### src/rtl/gf4_mul_dom.sv
// Two-share DOM-indep GF(2^4) normal-basis multiplier for the masked Canright S-box.
// Consumes the 9-bit factor vectors of both operands and both shares. Each AND position
// produces two inner-domain terms and two cross-domain terms. The cross-domain terms are
// refreshed with one bit of z each. All four vectors are registered before anything
// recombines, and a linear map then produces a 4-bit product share per domain.
//
// Optional feature, selected by defining GF4_MUL_OUT_REG_EN:
//   Undefined: a single register stage, latency 1.
//   Defined:   a second stage registers the mapped 4-bit shares, latency 2. The two stages
//              form a two-entry pipeline that keeps full throughput.
module gf4_mul_dom #(
    parameter int unsigned FW = 9
) (
    input  logic          clk,
    input  logic          rst,
    input  logic          in_valid,
    output logic          in_ready,
    input  logic [FW-1:0] qa0,
    input  logic [FW-1:0] qa1,
    input  logic [FW-1:0] qb0,
    input  logic [FW-1:0] qb1,
    input  logic [FW-1:0] z,
    output logic          out_valid,
    input  logic          out_ready,
    output logic [3:0]    p0,
    output logic [3:0]    p1
);

    // The bit layout of the factor vector is fixed, so no other width is meaningful.
    if (FW != 9) begin : g_fw_check
        $error("gf4_mul_dom: FW must be 9");
    end

    // The linear output map from a 9-bit domain vector to a 4-bit product share.
    function automatic logic [3:0] lin_map(input logic [FW-1:0] e);
        logic [3:0] r;
        r[3] = e[4] ^ e[5] ^ e[6] ^ e[8];
        r[2] = e[3] ^ e[5] ^ e[6] ^ e[7];
        r[1] = e[1] ^ e[2] ^ e[6] ^ e[8];
        r[0] = e[0] ^ e[2] ^ e[6] ^ e[7];
        return r;
    endfunction

    logic          accept;

    // Stage-1 share registers, one per domain term.
    logic [FW-1:0] i00_d, i11_d, c01_d, c10_d;
    logic [FW-1:0] i00_q, i11_q, c01_q, c10_q;

    // Per-domain vectors after the register; the two domains never mix.
    logic [FW-1:0] e0, e1;

    // Inner and cross terms. The cross terms are masked with z before they reach a flop.
    always_comb begin
        i00_d = qa0 & qb0;
        i11_d = qa1 & qb1;
        c01_d = (qa0 & qb1) ^ z;
        c10_d = (qa1 & qb0) ^ z;
    end

    // The share registers load only on accept, so z is consumed exactly once per operand.
    always_ff @(posedge clk or posedge rst) begin
        if (rst) begin
            i00_q <= '0;
            i11_q <= '0;
            c01_q <= '0;
            c10_q <= '0;
        end else if (accept) begin
            i00_q <= i00_d;
            i11_q <= i11_d;
            c01_q <= c01_d;
            c10_q <= c10_d;
        end
    end

    // Each domain combines only its own inner term and its own cross term.
    always_comb begin
        e0 = i00_q ^ c01_q;
        e1 = i11_q ^ c10_q;
    end

`ifdef GF4_MUL_OUT_REG_EN

    logic       s1_valid_d, s1_valid_q;
    logic       out_valid_d, out_valid_q;
    logic       adv1, adv2;
    logic [3:0] p0_d, p1_d, p0_q, p1_q;

    // Stage 2 can take data when it is empty or being drained.
    // Stage 1 advances when it holds data and stage 2 can take it.
    always_comb begin
        adv2     = ~out_valid_q | out_ready;
        adv1     = s1_valid_q & adv2;
        in_ready = ~s1_valid_q | adv2;
        accept   = in_valid & in_ready;
    end

    // Next-state logic for the valid bits of both stages.
    always_comb begin
        s1_valid_d  = s1_valid_q;
        out_valid_d = out_valid_q;
        if (accept) begin
            s1_valid_d = 1'b1;
        end else if (adv1) begin
            s1_valid_d = 1'b0;
        end
        if (adv1) begin
            out_valid_d = 1'b1;
        end else if (out_ready) begin
            out_valid_d = 1'b0;
        end
    end

    // Valid bits for both stages, kept separate from the share flops.
    always_ff @(posedge clk or posedge rst) begin
        if (rst) begin
            s1_valid_q  <= 1'b0;
            out_valid_q <= 1'b0;
        end else begin
            s1_valid_q  <= s1_valid_d;
            out_valid_q <= out_valid_d;
        end
    end

    // The mapped shares feed the stage-2 registers, which stay separate per domain.
    always_comb begin
        p0_d = lin_map(e0);
        p1_d = lin_map(e1);
    end

    // The stage-2 share registers load only when stage 1 hands over a product.
    always_ff @(posedge clk or posedge rst) begin
        if (rst) begin
            p0_q <= 4'h0;
            p1_q <= 4'h0;
        end else if (adv1) begin
            p0_q <= p0_d;
            p1_q <= p1_d;
        end
    end

    assign out_valid = out_valid_q;
    assign p0        = p0_q;
    assign p1        = p1_q;

`else

    logic out_valid_d, out_valid_q;

    // in_ready depends only on the output state and out_ready, never on in_valid.
    always_comb begin
        in_ready = ~out_valid_q | out_ready;
        accept   = in_valid & in_ready;
    end

    // A new accept keeps out_valid high, which gives back-to-back transfers without a bubble.
    always_comb begin
        out_valid_d = out_valid_q;
        if (accept) begin
            out_valid_d = 1'b1;
        end else if (out_ready) begin
            out_valid_d = 1'b0;
        end
    end

    // Output valid flag.
    always_ff @(posedge clk or posedge rst) begin
        if (rst) begin
            out_valid_q <= 1'b0;
        end else begin
            out_valid_q <= out_valid_d;
        end
    end

    // The map is linear per domain and is driven only by flops.
    always_comb begin
        p0 = lin_map(e0);
        p1 = lin_map(e1);
    end

    assign out_valid = out_valid_q;

`endif

endmodule
### config.mk
export PLATFORM = sky130hd
export DESIGN_NAME = gf4_mul_dom
export DESIGN_NICKNAME = d
export VERILOG_FILES = /design/src/rtl/gf4_mul_dom.sv
export SDC_FILE = /design/constraint.sdc
export NUM_CORES = 1
export LEC_CHECK = 0
export ABC_CLOCK_PERIOD_IN_PS = 1600
export CAP_MARGIN = 20
export CORE_MARGIN = 2
export CORE_UTILIZATION = 38
export DETAILED_ROUTE_END_ITERATION = 12
export GPL_ROUTABILITY_DRIVEN = 0
export PLACE_DENSITY_LB_ADDON = 0.12
export SYNTH_ARGS = -nofsm -noshare
export SYNTH_HDL_FRONTEND = slang
export SYNTH_SLANG_ARGS = --single-unit
### constraint.sdc
create_clock -name clk -period 1.6 [get_ports clk]
set_clock_uncertainty 0.15 [all_clocks]
set_input_delay 0.32 -clock clk [delete_from_list [all_inputs] [get_ports clk]]
set_output_delay 0.32 -clock clk [all_outputs]
set_load 0.01 [all_outputs]
# [Yosys cells after proc, flatten, opt, wreduce, memory -nomap -nowiden]
# Index checks and enable logic that the tools add are counted.
[word_totals] romBits=0 latchBits=0 input_bits=49 elab_cells=43 memories=0 output_inout_bits=10 mem_bits_rw=0 register_bits=37
[classes] mux=2 div_mod_pow=0 n_reduce_logical=1 multipliers=0 eq_ne=0 bitwise_logic=35 order_cmp=0 n_addsub=0 shifts=0
[op_table] op="bitwise AND 9 bit" n=4
[op_table] op="XOR 9 bit" n=4
[op_table] op="XOR 1 bit" n=24
[op_table] op="two-way mux 1 bit" n=2
[op_table] op="nonzero test 2 bit" n=1
[op_table] op="bitwise AND 1 bit" n=1
[op_table] op="NOT 1 bit" n=1
[op_table] op="OR 1 bit" n=1

# [Depth between registers and ports, before layout]
[logic_depth] word_depth=4 mapped_depth=5 depth_no_buf=3

# [Worst setup path before layout]
# OpenSTA, ideal clock, no wires.
[synth_timing] path_kind="register -> output" start="register i11_q[6]" end="output p1[0]" path_buffers=0 stages_incl_launch_ff=4 path_slack_ns=0.097 arrival_time_ns=1.033 t_required_ns=1.130 path_cell_list="dfrtp_1 -> xnor2_1 -> xnor2_1 -> xnor2_1"
[synth_via] elab_chain_len=3
[synth_lines] element="start, declared" line="48" source="logic [FW-1:0] i00_q, i11_q, c01_q, c10_q;"
[synth_lines] element="start signal, assigned" line="70" source="i11_q <= i11_d;"
[synth_lines] element="XOR 9 bit" line="79" source="e1 = i11_q ^ c10_q;"
[synth_lines] element="XOR 1 bit (2 in a row)" line="40" source="r[0] = e[0] ^ e[2] ^ e[6] ^ e[7];"
[synth_lines] element="end, declared" line="26" source="output logic [3:0] p1"
# No other way between the ends.

# [Worst setup path in the final report]
[layout_timing] start="register i00_q[6]" end="output p0[2]"
[layout_via] elab_chain_len=3
[layout_lines] element="start, declared" line="48"
[layout_lines] element="start signal, assigned" line="69" source="i00_q <= i00_d;"
[layout_lines] element="XOR 9 bit" line="78" source="e0 = i00_q ^ c01_q;"
[layout_lines] element="XOR 1 bit (2 in a row)" line="38" source="r[2] = e[3] ^ e[5] ^ e[6] ^ e[7];"
[layout_lines] element="end, declared" line="25" source="output logic [3:0] p0,"
# No other way between the ends.

==> impl_results.rst <==
.. list-table::
   :header-rows: 1

   * - Metric
     - Value
   * - Post-layout nets
     - between 300 and 400
   * - Post-route cell area
     - 3080 µm²
   * - Total via count in the routed design
     - 1740
   * - Slew Limit Fails
     - 0
   * - Clock slew at the register clock pins of the worst setup and hold paths
     - about 0.08 ns
   * - Largest incremental delay on the critical path
     - 0.41 ns
   * - Global-route wire length before repair
     - about 8600 µm
   * - Final Hold Viols
     - 0
   * - Maximum number of buffers from clock root to sink
     - 2
   * - DRC violations left
     - 0
   * - Power per cell area
     - between 1000 and 1500 nW/µm²
   * - Leak Pwr
     - approximately 0.0013 µW
   * - Share of synthesized cell area in full adder, half adder and majority cells
     - 0
   * - Core region area
     - ~5200 µm²
   * - Number of iterations in the first detailed-routing pass
     - 4
   * - Hold-fix buffers, CTS
     - 0
   * - Flops & latches, synth
     - 37
   * - Setup CP Type
     - flop to output pin
   * - Dominant delay contributor by cell family on the critical path
     - XOR/XNOR gates
   * - All-Layer GR Usage
     - 0.184
   * - Initial detailed-routing violation count
     - between 60 and 70
   * - Initial antenna violation count
     - 0
   * - Fmax
     - 0.518 GHz
   * - CTS sink cnt
     - 37
   * - Number of rows created at floorplan
     - 26
   * - Count of different cell masters after synthesis
     - 16
   * - Final period utilization
     - 1.21
   * - Mapped cell area
     - roughly 2100 µm²
   * - Terminus of the critical flop-to-flop path
     - i00_q[7]$_DFFE_PP0P_
   * - Xor/xnor cell area share of the yosys netlist
     - 0.239
   * - Io pins
     - approximately 60
   * - Area enclosed by the die boundary
     - 6010 µm²
   * - Library cell contributing the largest single delay on the critical path
     - dfrtp_1
   * - Area share of the largest cell type after synthesis
     - 0.451
   * - Fraction of final layout cells sized beyond drive strength 1
     - 0.199
   * - Final Setup Violations
     - 8
   * - Post-synthesis to final-layout area growth
     - 49.9%
   * - Avg Cell Area, Syn
     - 9.46 µm²
   * - Later-pin clock latency in the skew report
     - around 0.29 ns
   * - Root Driver
     - clkbuf_8
   * - Floorplan die width
     - 77.5 µm
   * - Net count after synthesis
     - 266
   * - Antenna Cells
     - 0
   * - Max-Slew Margin vs Limit
     - 0.790
   * - HPWL after DPL
     - roughly 3600 µm
   * - Multiplexer share of the synthesized area
     - 0
   * - Post-synth top area cell
     - dfrtp_1
   * - Portion of the post-synthesis area used by sequential elements
     - 0.451
   * - Startpoint of the worst register-to-register path
     - out_valid$_DFFE_PP0P_
   * - Placed Area
     - 2810 µm²
   * - Reg-to-reg setup timing slack
     - between 0.15 and 0.2 ns
   * - Setup repair after global routing missed its margin
     - yes
   * - Grt ovf
     - 0
   * - Pin count of the biggest net entering global routing
     - 38
   * - Fraction of registers with async set/reset
     - 1.00
   * - Yosys warning count
     - 0
   * - Synth Area in Simple Gates
     - 0.102
   * - Worst path buffer plus inverter count
     - 2
   * - Final wirelength
     - roughly 5000 µm
   * - Mean routed wirelength per cell
     - ~14 µm
   * - Detailed-route vias per instance
     - a little under 5
   * - Maximum fanout along the worst path
     - 2
   * - Final critical-path setup slack
     - -0.329 ns
   * - Hold Path Class
     - input port to async pin
   * - Count of antenna-violating nets left after detailed routing
     - 0
   * - Logic depth of the worst register-to-register path
     - 5
   * - Number of global-route vias before repair
     - roughly 1800
   * - Starting Density
     - 0.397
   * - Critical path, cell by cell
     - xnor2_2 -> buf_4 -> xnor2_4 -> xnor2_1 -> buf_2
   * - Data arrival at the endpoint of the critical path
     - 1.46 ns
   * - Critical Path End Type
     - output pin
   * - Post-route core utilization
     - 0.595
   * - Clock period minus worst slack
     - between 1.5 and 2 ns
   * - TritonCTS clock tree
     - built
   * - Prevailing post-synth register cell
     - dfrtp_1
   * - H-Tree Level Count
     - 2
   * - Required time worst endpoint
     - approximately 1.1 ns
   * - Gate count of the mapped netlist
     - 217
   * - Synth area leaders
     - dfrtp_1 (45%), xnor2_1 (15%), xor2_1 (9.4%)
   * - Dominant combinational cell family by area after synthesis
     - XOR/XNOR gates
   * - Clock buffers created by TritonCTS
     - 5
   * - MaxCap Viol Count
     - 0
   * - Status
     - finished with violations
   * - Synth cell count leaders
     - dfrtp_1 (37), a21oi_1 (36), xnor2_1 (34)
   * - Worst vdd ir
     - 0.649 mV
   * - Filler Cells Inserted
     - 460
   * - Worst slew pin tran
     - between 0.3 and 0.4 ns
   * - Share of the synthesized area in compound gates (AO/OA/AOI/OAI)
     - 0.132
   * - Number of enable flip-flop cells after synthesis
     - 0
   * - Most repeated cell in the gate-level netlist after synthesis
     - dfrtp_1
   * - Failing checks
     - negative setup slack
   * - Y dimension of the die
     - between 70 and 80 µm
   * - Count of input and output buffers
     - 58
   * - Sort of element at the start of the critical path
     - flop
## cell usage in the layout (no fill, tap or decap), drive strengths merged
cell type / instances
nand2b: 2
xnor2: 34
buf: 30
xor2: 22
and2: 1
nand2: 18
dfrtp: 37
clkbuf: 6
clkdlybuf4s50: 48
a21oi: 36
clkinv: 2
o21ai: 18
nand4: 18
inv: 19
dlygate4sd2: 1
## stage by stage
step	power, µW	TNS (ns)	setup WS, ns	hold slack [ns]	std cells
6_report	3450	-2.49	-0.329	0.232	362
5_1_grt	3690	-3.14	-0.405	0.295	362
4_1_cts	3410	-2.57	-0.336	0.240	359
3_5_place_dp	2760	-11.46	-0.509	0.378	348
3_3_place_gp	2760	-11.65	-0.493	0.376	348
2_1_floorplan	1990	0	0.0968	0.308	217
## cell families (layout without fill, tap and decap cells)
group | Yosys count | in the layout
xor gates and xnor gates | 56 | 56
DFF | 37 | 37
and+or+nand+nor | 39 | 39
buffers and inverters | 31 | 106
AOI/OAI and AO/OA | 54 | 54
## repair_timing
item                                    CTS  global route
endpoints found under the setup margin   10             8
pin swaps                                10             6
buffers inserted                          3             3
resized for setup                        56             5
## power by group
part	switching, µW	leakage (µW)	internal [µW]
logic	725	0.000802	919
clock network	328	0.0000450	302
registers	112	0.000441	1060
total	1170	0.00129	2280
## cell type report
| cell class | count | area, µm² | area share |
|---|---|---|---|
| inverters | 19 | 71.3 | 0.0232 |
| multi-input cells | 149 | 1150 | 0.375 |
| well taps | 70 | 87.6 | 0.0285 |
| flip-flops and latches | 37 | 928 | 0.302 |
| repair buffers | 79 | 754 | 0.245 |
| clock inverters | 2 | 10.0 | 0.00325 |
| clock buffers | 6 | 72.6 | 0.0236 |
## sequential cells by signal, summed over array words and instances, names as in the netlist
register and flops:
c10_q 9, c01_q 9, i11_q 9, out_valid 1, i00_q 9
## per-layer routing
metal | routed length (µm) | part of all wire | track usage | up-vias
met5 | 0 | 0 | 0 | -
met4 | 36 | 0.0072 | 0.0482 | 0
met3 | 361 | 0.072 | 0.0500 | 4
met2 | 2320 | 0.47 | 0.293 | 58
met1 | 2270 | 0.45 | 0.249 | 811
li1 | - | - | - | 867
## worst min-delay path, cell delays in order
cell and delay (ns):
clkdlybuf4s50_1 0.40, inv_1 0.10, buf_12 0.22
## how the worst max path moves through the flow
stage	start	end	slack, ns	cells past startpoint
2_1_floorplan	i11_q[6]$_DFFE_PP0P_	p1[0]	0.1	3
3_3_place_gp	c10_q[8]$_DFFE_PP0P_	p1[1]	-0.49	5
3_5_place_dp	c10_q[8]$_DFFE_PP0P_	p1[3]	-0.51	5
4_1_cts	i00_q[6]$_DFFE_PP0P_	p0[2]	-0.34	5
5_1_grt	i11_q[6]$_DFFE_PP0P_	p1[0]	-0.40	4
6_report	i00_q[6]$_DFFE_PP0P_	p0[2]	-0.33	5
Note: power is estimated with default switching activity, not from simulation.
